==> src/rtl/mdio_master_if.sv <==
// Command/response bundle between the CSR block and the MDIO controller.
// Latency: none, this only groups wires.
// Backpressure: cmd_valid/cmd_ready handshake; the response is a one-cycle pulse and cannot be stalled.
// Ports: cmd_* (request fields), rsp_* (completion pulse, read data, error flag).
interface mdio_master_if;
  logic        cmd_valid;
  logic        cmd_ready;
  logic        cmd_write;
  logic [4:0]  cmd_phy_addr;
  logic [4:0]  cmd_reg_addr;
  logic [15:0] cmd_wdata;
  logic        rsp_valid;
  logic [15:0] rsp_rdata;
  logic        rsp_err;

  // Requester side (CSR logic).
  modport master (
    output cmd_valid, cmd_write, cmd_phy_addr, cmd_reg_addr, cmd_wdata,
    input  cmd_ready, rsp_valid, rsp_rdata, rsp_err
  );

  // Controller side.
  modport slave (
    input  cmd_valid, cmd_write, cmd_phy_addr, cmd_reg_addr, cmd_wdata,
    output cmd_ready, rsp_valid, rsp_rdata, rsp_err
  );
endinterface

==> src/rtl/mdio_master.sv <==
// Clause-22 MDIO master: serialises one PHY register read/write per command.
// Latency: first bit on the accept edge, rsp_valid 128*CLK_DIV cycles after accept.
// Backpressure: cmd_ready low for the whole frame; commands offered meanwhile are ignored.
// Ports: wb_clk_i/wb_rst_i (sync active-high), csr (command/response), busy,
//        MDC/mdio_o/mdio_oe/mdio_i (pins; the tristate is built above this block).
module mdio_master #(
  parameter int CLK_DIV = 16,  // core cycles per MDC half-period, >= 2
  parameter int PRE_LEN = 32   // preamble length in bits
) (
  input  logic         wb_clk_i,
  input  logic         wb_rst_i,
  mdio_master_if.slave csr,
  output logic         busy,
  output logic         MDC,
  output logic         mdio_o,
  output logic         mdio_oe,
  input  logic         mdio_i
);

  localparam int DW = (CLK_DIV > 2) ? $clog2(CLK_DIV) : 1;
  // Bit counter must also reach 15 for the data field.
  localparam int BW = ($clog2(PRE_LEN + 1) > 4) ? $clog2(PRE_LEN + 1) : 4;
  localparam logic [DW-1:0] DIV_LAST = DW'(CLK_DIV - 1);
  localparam logic [BW-1:0] PRE_LAST = BW'(PRE_LEN - 1);
  localparam logic [BW-1:0] HDR_LAST = BW'(13);
  localparam logic [BW-1:0] TA_LAST  = BW'(1);
  localparam logic [BW-1:0] DAT_LAST = BW'(15);

  typedef enum logic [2:0] {IDLE, PRE, HDR, TA, DATA, DONE} state_t;

  state_t        state_q, state_d;
  logic [DW-1:0] div_q, div_d;
  logic [BW-1:0] bit_q, bit_d;
  logic          mdc_q, mdc_d;
  logic          mdo_q, mdo_d;
  logic          oe_q, oe_d;
  logic          wr_q, wr_d;
  logic [31:0]   sr_q, sr_d;     // ST..DATA still to be sent, MSB goes next
  logic [15:0]   rdata_q, rdata_d;
  logic          err_q, err_d;
  logic          bit_end;

  // Last cycle of the MDC-high phase: the read sample point and the next bit's start.
  assign bit_end = mdc_q && (div_q == DIV_LAST);

  always_comb begin
    state_d = state_q;
    div_d   = div_q;
    bit_d   = bit_q;
    mdc_d   = mdc_q;
    mdo_d   = mdo_q;
    oe_d    = oe_q;
    wr_d    = wr_q;
    sr_d    = sr_q;
    rdata_d = rdata_q;
    err_d   = err_q;

    // MDC free-runs only while bits are on the wire.
    if (state_q inside {PRE, HDR, TA, DATA}) begin
      if (div_q == DIV_LAST) begin
        div_d = '0;
        mdc_d = ~mdc_q;
      end else begin
        div_d = div_q + 1'b1;
      end
    end

    case (state_q)
      IDLE: begin
        if (csr.cmd_valid) begin
          state_d = PRE;
          div_d   = '0;
          bit_d   = '0;
          mdc_d   = 1'b0;
          mdo_d   = 1'b1;
          oe_d    = 1'b1;
          wr_d    = csr.cmd_write;
          // Read TA/DATA slots are don't-care: mdio_oe is low there.
          sr_d    = {2'b01, (csr.cmd_write ? 2'b01 : 2'b10), csr.cmd_phy_addr,
                     csr.cmd_reg_addr, (csr.cmd_write ? 2'b10 : 2'b11),
                     (csr.cmd_write ? csr.cmd_wdata : 16'hFFFF)};
          rdata_d = '0;
          err_d   = 1'b0;
        end
      end
      PRE: begin
        if (bit_end) begin
          if (bit_q == PRE_LAST) begin
            state_d = HDR;
            bit_d   = '0;
            mdo_d   = sr_q[31];
            sr_d    = {sr_q[30:0], 1'b0};
          end else begin
            bit_d = bit_q + 1'b1;
          end
        end
      end
      HDR: begin
        if (bit_end) begin
          mdo_d = sr_q[31];
          sr_d  = {sr_q[30:0], 1'b0};
          if (bit_q == HDR_LAST) begin
            state_d = TA;
            bit_d   = '0;
            oe_d    = wr_q;   // reads release the line from TA onwards
          end else begin
            bit_d = bit_q + 1'b1;
          end
        end
      end
      TA: begin
        if (bit_end) begin
          mdo_d = sr_q[31];
          sr_d  = {sr_q[30:0], 1'b0};
          if (bit_q == TA_LAST) begin
            // A PHY that answers pulls the second TA bit low.
            if (!wr_q) err_d = mdio_i;
            state_d = DATA;
            bit_d   = '0;
          end else begin
            bit_d = bit_q + 1'b1;
          end
        end
      end
      DATA: begin
        if (bit_end) begin
          if (!wr_q) rdata_d = {rdata_q[14:0], mdio_i};
          if (bit_q == DAT_LAST) begin
            state_d = DONE;
            bit_d   = '0;
            oe_d    = 1'b0;
            mdo_d   = 1'b1;
          end else begin
            mdo_d = sr_q[31];
            sr_d  = {sr_q[30:0], 1'b0};
            bit_d = bit_q + 1'b1;
          end
        end
      end
      DONE: state_d = IDLE;
      default: state_d = IDLE;
    endcase
  end

  always_ff @(posedge wb_clk_i) begin
    if (wb_rst_i) begin
      state_q <= IDLE;
      div_q   <= '0;
      bit_q   <= '0;
      mdc_q   <= 1'b0;
      mdo_q   <= 1'b1;
      oe_q    <= 1'b0;
      wr_q    <= 1'b0;
      sr_q    <= '0;
      rdata_q <= '0;
      err_q   <= 1'b0;
    end else begin
      state_q <= state_d;
      div_q   <= div_d;
      bit_q   <= bit_d;
      mdc_q   <= mdc_d;
      mdo_q   <= mdo_d;
      oe_q    <= oe_d;
      wr_q    <= wr_d;
      sr_q    <= sr_d;
      rdata_q <= rdata_d;
      err_q   <= err_d;
    end
  end

  assign busy          = (state_q != IDLE);
  assign csr.cmd_ready = ~busy;
  assign csr.rsp_valid = (state_q == DONE);
  assign csr.rsp_rdata = rdata_q;
  assign csr.rsp_err   = err_q;
  assign MDC           = mdc_q;
  assign mdio_o        = mdo_q;
  assign mdio_oe       = oe_q;

endmodule
==> src/flat_wrapper.sv <==
// flat-port wrapper written by rule: the top's interface ports become plain ports
module mdio_master_flat 
#(
  parameter int CLK_DIV = 16,                                          
  parameter int PRE_LEN = 32                             
)
  (wb_clk_i, wb_rst_i, busy, MDC, mdio_o, mdio_oe, mdio_i, csr_cmd_valid, csr_cmd_write, csr_cmd_phy_addr, csr_cmd_reg_addr, csr_cmd_wdata, csr_cmd_ready, csr_rsp_valid, csr_rsp_rdata, csr_rsp_err);
  mdio_master_if csr_i ();
  input  logic wb_clk_i;
  input  logic wb_rst_i;
  output logic busy;
  output logic MDC;
  output logic mdio_o;
  output logic mdio_oe;
  input  logic mdio_i;
  input wire logic [$bits(csr_i.cmd_valid)-1:0] csr_cmd_valid;
  input wire logic [$bits(csr_i.cmd_write)-1:0] csr_cmd_write;
  input wire logic [$bits(csr_i.cmd_phy_addr)-1:0] csr_cmd_phy_addr;
  input wire logic [$bits(csr_i.cmd_reg_addr)-1:0] csr_cmd_reg_addr;
  input wire logic [$bits(csr_i.cmd_wdata)-1:0] csr_cmd_wdata;
  output wire logic [$bits(csr_i.cmd_ready)-1:0] csr_cmd_ready;
  output wire logic [$bits(csr_i.rsp_valid)-1:0] csr_rsp_valid;
  output wire logic [$bits(csr_i.rsp_rdata)-1:0] csr_rsp_rdata;
  output wire logic [$bits(csr_i.rsp_err)-1:0] csr_rsp_err;
  assign csr_i.cmd_valid = csr_cmd_valid;
  assign csr_i.cmd_write = csr_cmd_write;
  assign csr_i.cmd_phy_addr = csr_cmd_phy_addr;
  assign csr_i.cmd_reg_addr = csr_cmd_reg_addr;
  assign csr_i.cmd_wdata = csr_cmd_wdata;
  assign csr_cmd_ready = csr_i.cmd_ready;
  assign csr_rsp_valid = csr_i.rsp_valid;
  assign csr_rsp_rdata = csr_i.rsp_rdata;
  assign csr_rsp_err = csr_i.rsp_err;
  mdio_master #(.CLK_DIV(CLK_DIV), .PRE_LEN(PRE_LEN)) u_core (.wb_clk_i(wb_clk_i), .wb_rst_i(wb_rst_i), .csr(csr_i), .busy(busy), .MDC(MDC), .mdio_o(mdio_o), .mdio_oe(mdio_oe), .mdio_i(mdio_i));
endmodule
==> config.mk <==
export PLATFORM = sky130hd
export DESIGN_NAME = mdio_master_flat
export DESIGN_NICKNAME = d
export VERILOG_FILES = /design/src/rtl/mdio_master_if.sv /design/src/rtl/mdio_master.sv /design/src/flat_wrapper.sv
export SDC_FILE = /design/constraint.sdc
export NUM_CORES = 1
export LEC_CHECK = 0
export ABC_AREA = 1
export CAP_MARGIN = 20
export CELL_PAD_IN_SITES_DETAIL_PLACEMENT = 1
export CELL_PAD_IN_SITES_GLOBAL_PLACEMENT = 2
export CORE_ASPECT_RATIO = 0.8
export CORE_MARGIN = 10
export CORE_UTILIZATION = 25
export CTS_BUF_LIST = sky130_fd_sc_hd__clkbuf_16
export DETAILED_ROUTE_END_ITERATION = 8
export PLACE_DENSITY_LB_ADDON = 0.1
export SLEW_MARGIN = 20
export SYNTH_ARGS = -nofsm -noshare
export SYNTH_HDL_FRONTEND = slang
export SYNTH_SLANG_ARGS = --single-unit
==> constraint.sdc <==
create_clock -name wb_clk_i -period 2.1 [get_ports wb_clk_i]
set_input_delay 0.21 -clock wb_clk_i [delete_from_list [all_inputs] [get_ports wb_clk_i]]
set_output_delay 0.21 -clock wb_clk_i [all_outputs]
set_load 0.05 [all_outputs]
After elaboration in Yosys (flattened, before gate mapping) --
Cells that the tools add are included.
Cells by class: multiplexer cells 59, bitwise logic cells 2, reduce and logical (&&, ||, !) cells 18, $add $sub $neg 2, eq/ne operators 23
Operators with widths (count):
- 32-bit 2-to-1 mux | 6
- 32-bit one-hot mux with 4 select lines | 1
- 16-bit 2-to-1 mux | 4
- 6-bit 2-to-1 mux | 9
- 16-bit one-hot mux with 2 select lines | 1
- 6-bit one-hot mux with 5 select lines | 1
- 3-bit 2-to-1 mux | 9
- 1-bit 2-to-1 mux | 19
- 6-bit AND reduction | 3
- 4-bit 2-to-1 mux | 4
- 2-bit inequality test, second input constant | 8
- 3-bit one-hot mux with 5 select lines | 1
- 6-bit by 4-bit == test with 1-bit output, second input constant | 2
- 2-bit by 1-bit inequality test with 1-bit output, second input constant | 5
- 9-bit AND reduction | 1
- 4-bit nonzero test | 2
- 7-bit AND reduction | 1
- 6-bit by 1-bit adder with 6-bit output, second input constant | 1
- 3-bit by 2-bit == test with 1-bit output, second input constant | 2
- 3-bit == test, second input constant | 2
- 6-bit by 1-bit == test with 1-bit output, second input constant | 1
- 6-bit by 5-bit == test with 1-bit output, second input constant | 1
- 3-bit nonzero test | 2
- 5-bit AND reduction | 1
- 15 further kinds | 17
Storage, ports and cells: logic and storage cells 114, input bits 31, output and inout bits 23, flip-flop bits (word level) 66

Longest topological paths before layout --
depth after elaboration 5, depth in mapped cells 13, mapped depth without buffers 13

Least setup slack after synthesis --
OpenSTA, ideal clock, no wires.
path kind reg-to-reg, start point reg u_core.mdc_q, in the netlist u_core.MDC, end point reg u_core.sr_q[31], arrival time 1.813 ns, path slack 0.173 ns, library setup time 0.114 ns, cell stages (with the launch flop) 10, buffers on the path 1, data required time 1.986 ns, path through dfxtp_1 > ha_1 > inv_1 > nand3_1 > nand2_2 > nor2_4 > nand3_4 > buf_2 > a21oi_1 > nor2_1
Between the ends: cells in the longest elaborated chain, start to end 3
Ends and longest elaborated chain:
- start: declaration | line mdio_master.sv:34 | logic mdc_q, mdc_d;
- start signal: assignment | line mdio_master.sv:161 | mdc_q <= mdc_d;
- 1-bit logical AND * | line mdio_master.sv:44 | assign bit_end = mdc_q && (div_q == DIV_LAST);
- 2-bit by 1-bit inequality test with 1-bit output (no source line)
- 7-bit AND reduction (no source line) *
- end signal: assignment | line mdio_master.sv:165 | sr_q <= sr_d;
- end: declaration | line mdio_master.sv:38 | logic [31:0] sr_q, sr_d;
Every way passes the cells marked *; elsewhere a longest branch is shown, timed or not. A chain may end at the register's enable or synchronous reset.

Worst setup path after layout --
start point reg u_core.div_q[0], end point reg u_core.sr_q[8]
Between the ends: cells in the longest elaborated chain, start to end 4
Ends and longest elaborated chain:
- start: declaration | line mdio_master.sv:32 | logic [DW-1:0] div_q, div_d;
- start signal: assignment | line mdio_master.sv:159 | div_q <= div_d;
- 4-bit == test * | line mdio_master.sv:44
- 1-bit logical AND * | line mdio_master.sv:44
- 2-bit by 1-bit inequality test with 1-bit output (no source line)
- 7-bit AND reduction (no source line) *
Marked as above.

==> reports/qor.yml <==
status: "finished clean"
required_ns: 2.34
async_flop_share_pct: 0
crit_fanout: 16
crit_chain: "ha_4 -> nand2_1 -> nor2_1 -> ha_2 -> buf_6 -> o21ai_4 -> nor2_4 -> nand3_4 -> clkbuf_16 -> o21ai_1 -> nor2_1"
fin_ws_ns: 0.105
ys.warnings.count: 0
io_pins: 54
drive_gt1_share_pct: 10.6
synth_cell_type_count: 25
cts_buffers: 9
synth-compound-area-share_pct: 13.7
synth_xor_area_share_pct: 0.254
grt_pass1_wl_um: 18000
clk_pin_slew_ns: 0.06
worstMarginPinSlew_ns: 0.567
start_util_pct: 25.5
core_um2: 13500
wirelength_um: 11100
synth_top_family_by_area: "simple AND/OR/NAND/NOR gates"
hold_class: "flip-flop to flip-flop"
grt_max_degree: 35
io_buffers: 53
endpoint_kind: "flip-flop"
drv_cap: 0
final_util_pct: 34.6
syn_inst: 551
vias: 3476
die_x_um: 151
period_share_pct: 95.0
final_common_cell: "nand2_1"
via_per_inst: 4.33
die_y_um: 125
layout_common_cells: "nand2_1 (131), nor2_1 (110), inv_1 (77)"
grtUsageTotal_pct: 11.7
post-dp-hpwl_um: 7830
cts_tree: "built"
crit_path_top_delay_cell: "dfxtp_2"
firstDrtPassIters: 4
synth-edff-count: 0
syn_nets: 586
fmax_mhz: 501
nets: 652
drtIter0Drc: 68
insertion_delay_ns: 0.34
drc: 0
pre_cts_ws_ns: 0.0705
synth-seq-area-share_pct: 38.4
gr-total-overflow: 0
synthFlopType: "dfxtp_1"
std_cell_rows: 38
cts.sinks: 66
antenna_found_initial: 0
register_area_um2: 1330
post_synth_instance_area_um2: 3440
multi_input_area_um2: 1740
fin_crit_ns: 1.99
cp.arrival_ns: 2.24
final-hold-violation-count: 0
grt_pass1_vias: 3502
cts_hold_buf: 0
synth-simple-area-share_pct: 33.6
cp-start-kind: "flip-flop"
cpPeakStageDelay_ns: 0.36
clockBufferDepth: 2
place_congestion: 0.814
postRouteAntennaNets: 0
crit_top_cell: "nor2_1"
path_class: "flip-flop to flip-flop"
die_area_um2: 18900
drv_slew: 0
fillers: 1726
synth_fa_ha_area_share_pct: 1.45
area_delta_synth_final_pct: 35.8
cts_root_buf: "clkbuf_16"
synth_seq_cells: 66
muxShareOfSynthArea_pct: 0
antenna-diode-count: 0
fin_skew_ns: 0.00535
slew-limit-headroom_pct: 62.1
setup_viol: 0
avgRoutedWirePerCell_um: 13.9
cts-htree-levels: 3
syn_area_per_cell_um2: 6.25
worst paths after layout:
| check | end | cells after the start | slack [ns] | startpoint |
|---|---|---|---|---|
| min | u_core.csr.rsp_rdata[14] | 2 | 0.47 | u_core.csr.rsp_rdata[14] |
| min reg2reg | u_core.csr.rsp_rdata[14] | 2 | 0.47 | u_core.csr.rsp_rdata[14] |
| max reg2reg | u_core.sr_q[8] | 11 | 0.11 | u_core.div_q[0] |
| max | u_core.sr_q[8] | 11 | 0.11 | u_core.div_q[0] |
state kept, by name (all words and copies together) (netlist names):
register	count
u_core.MDC	1
u_core.bit_q	6
u_core.csr.rsp_err	1
u_core.csr.rsp_rdata	16
u_core.div_q	4
u_core.mdio_o	1
u_core.mdio_oe	1
u_core.sr_q	32
u_core.state_q	3
u_core.wr_q	1
worst max-delay path: cells and delay by family, from the launching register on:
| kind | cells | cell delay, ns |
|---|---|---|
| buf+inv | 2 | 0.37 |
| flops | 1 | 0.36 |
| compound gates | 2 | 0.18 |
| simple gates | 5 | 0.62 |
| fa+ha+maj | 2 | 0.36 |
cell type report:
class	instances	share of cell area [%]
multi-input cells	381	37.2
clock inverters	7	1.31
inverters	83	6.66
clock buffers	9	4.82
repair buffers	76	16.9
well taps	180	4.82
flip-flops and latches	66	28.4
metrics by stage:
step	cells	cell area [um^2]	TNS, ns	hold WS [ns]
after floorplan	551	3440	0	0.279
after global placement	775	4190	0	0.452
after detailed placement	775	4190	0	0.467
after CTS	791	4480	0	0.477
after global routing	802	4680	-0.185	0.491
final	802	4680	0	0.469
routing by layer:
layer / part of all wire (%) / global-route usage [%]
met5: 0 / 0
met4: 1.5 / 3.96
met3: 3.9 / 3.53
met2: 42 / 16.6
met1: 52 / 16.4
synth_stat cells, types with 2 or more instances:
| cell | number | area (um^2) |
|---|---|---|
| buf_2 | 10 | 50.1 |
| nand2_2 | 5 | 31.3 |
| nor2_2 | 2 | 12.5 |
| a21oi_1 | 36 | 180 |
| buf_6 | 4 | 45.0 |
| nor2_4 | 2 | 22.5 |
| nand2_1 | 132 | 495 |
| inv_2 | 4 | 15.0 |
| dfxtp_1 | 66 | 1320 |
| nand4_1 | 6 | 37.5 |
| nor2_1 | 110 | 413 |
| nand3_1 | 15 | 75.1 |
| clkbuf_1 | 7 | 26.3 |
| ha_1 | 4 | 50.1 |
| o21ai_1 | 8 | 40.0 |
| or2_2 | 3 | 18.8 |
| inv_1 | 78 | 293 |
| o21ai_0 | 50 | 250 |
| nor3_1 | 3 | 15.0 |
repair_timing:
action | CTS | global route
setup endpoints to repair | 0 | 41
buffers inserted | 0 | 7
gates resized for setup | 0 | 18
cell families after synthesis:
group / Yosys count
DFF: 66
AOI/OAI and AO/OA: 94
xor gates and xnor gates: 1
adders and majority gates: 4
and+or+nand+nor: 281
buffers and inverters: 105
Power is not shown: default switching activity piles up to over one toggle a cycle in this logic, so the estimate is an artifact.
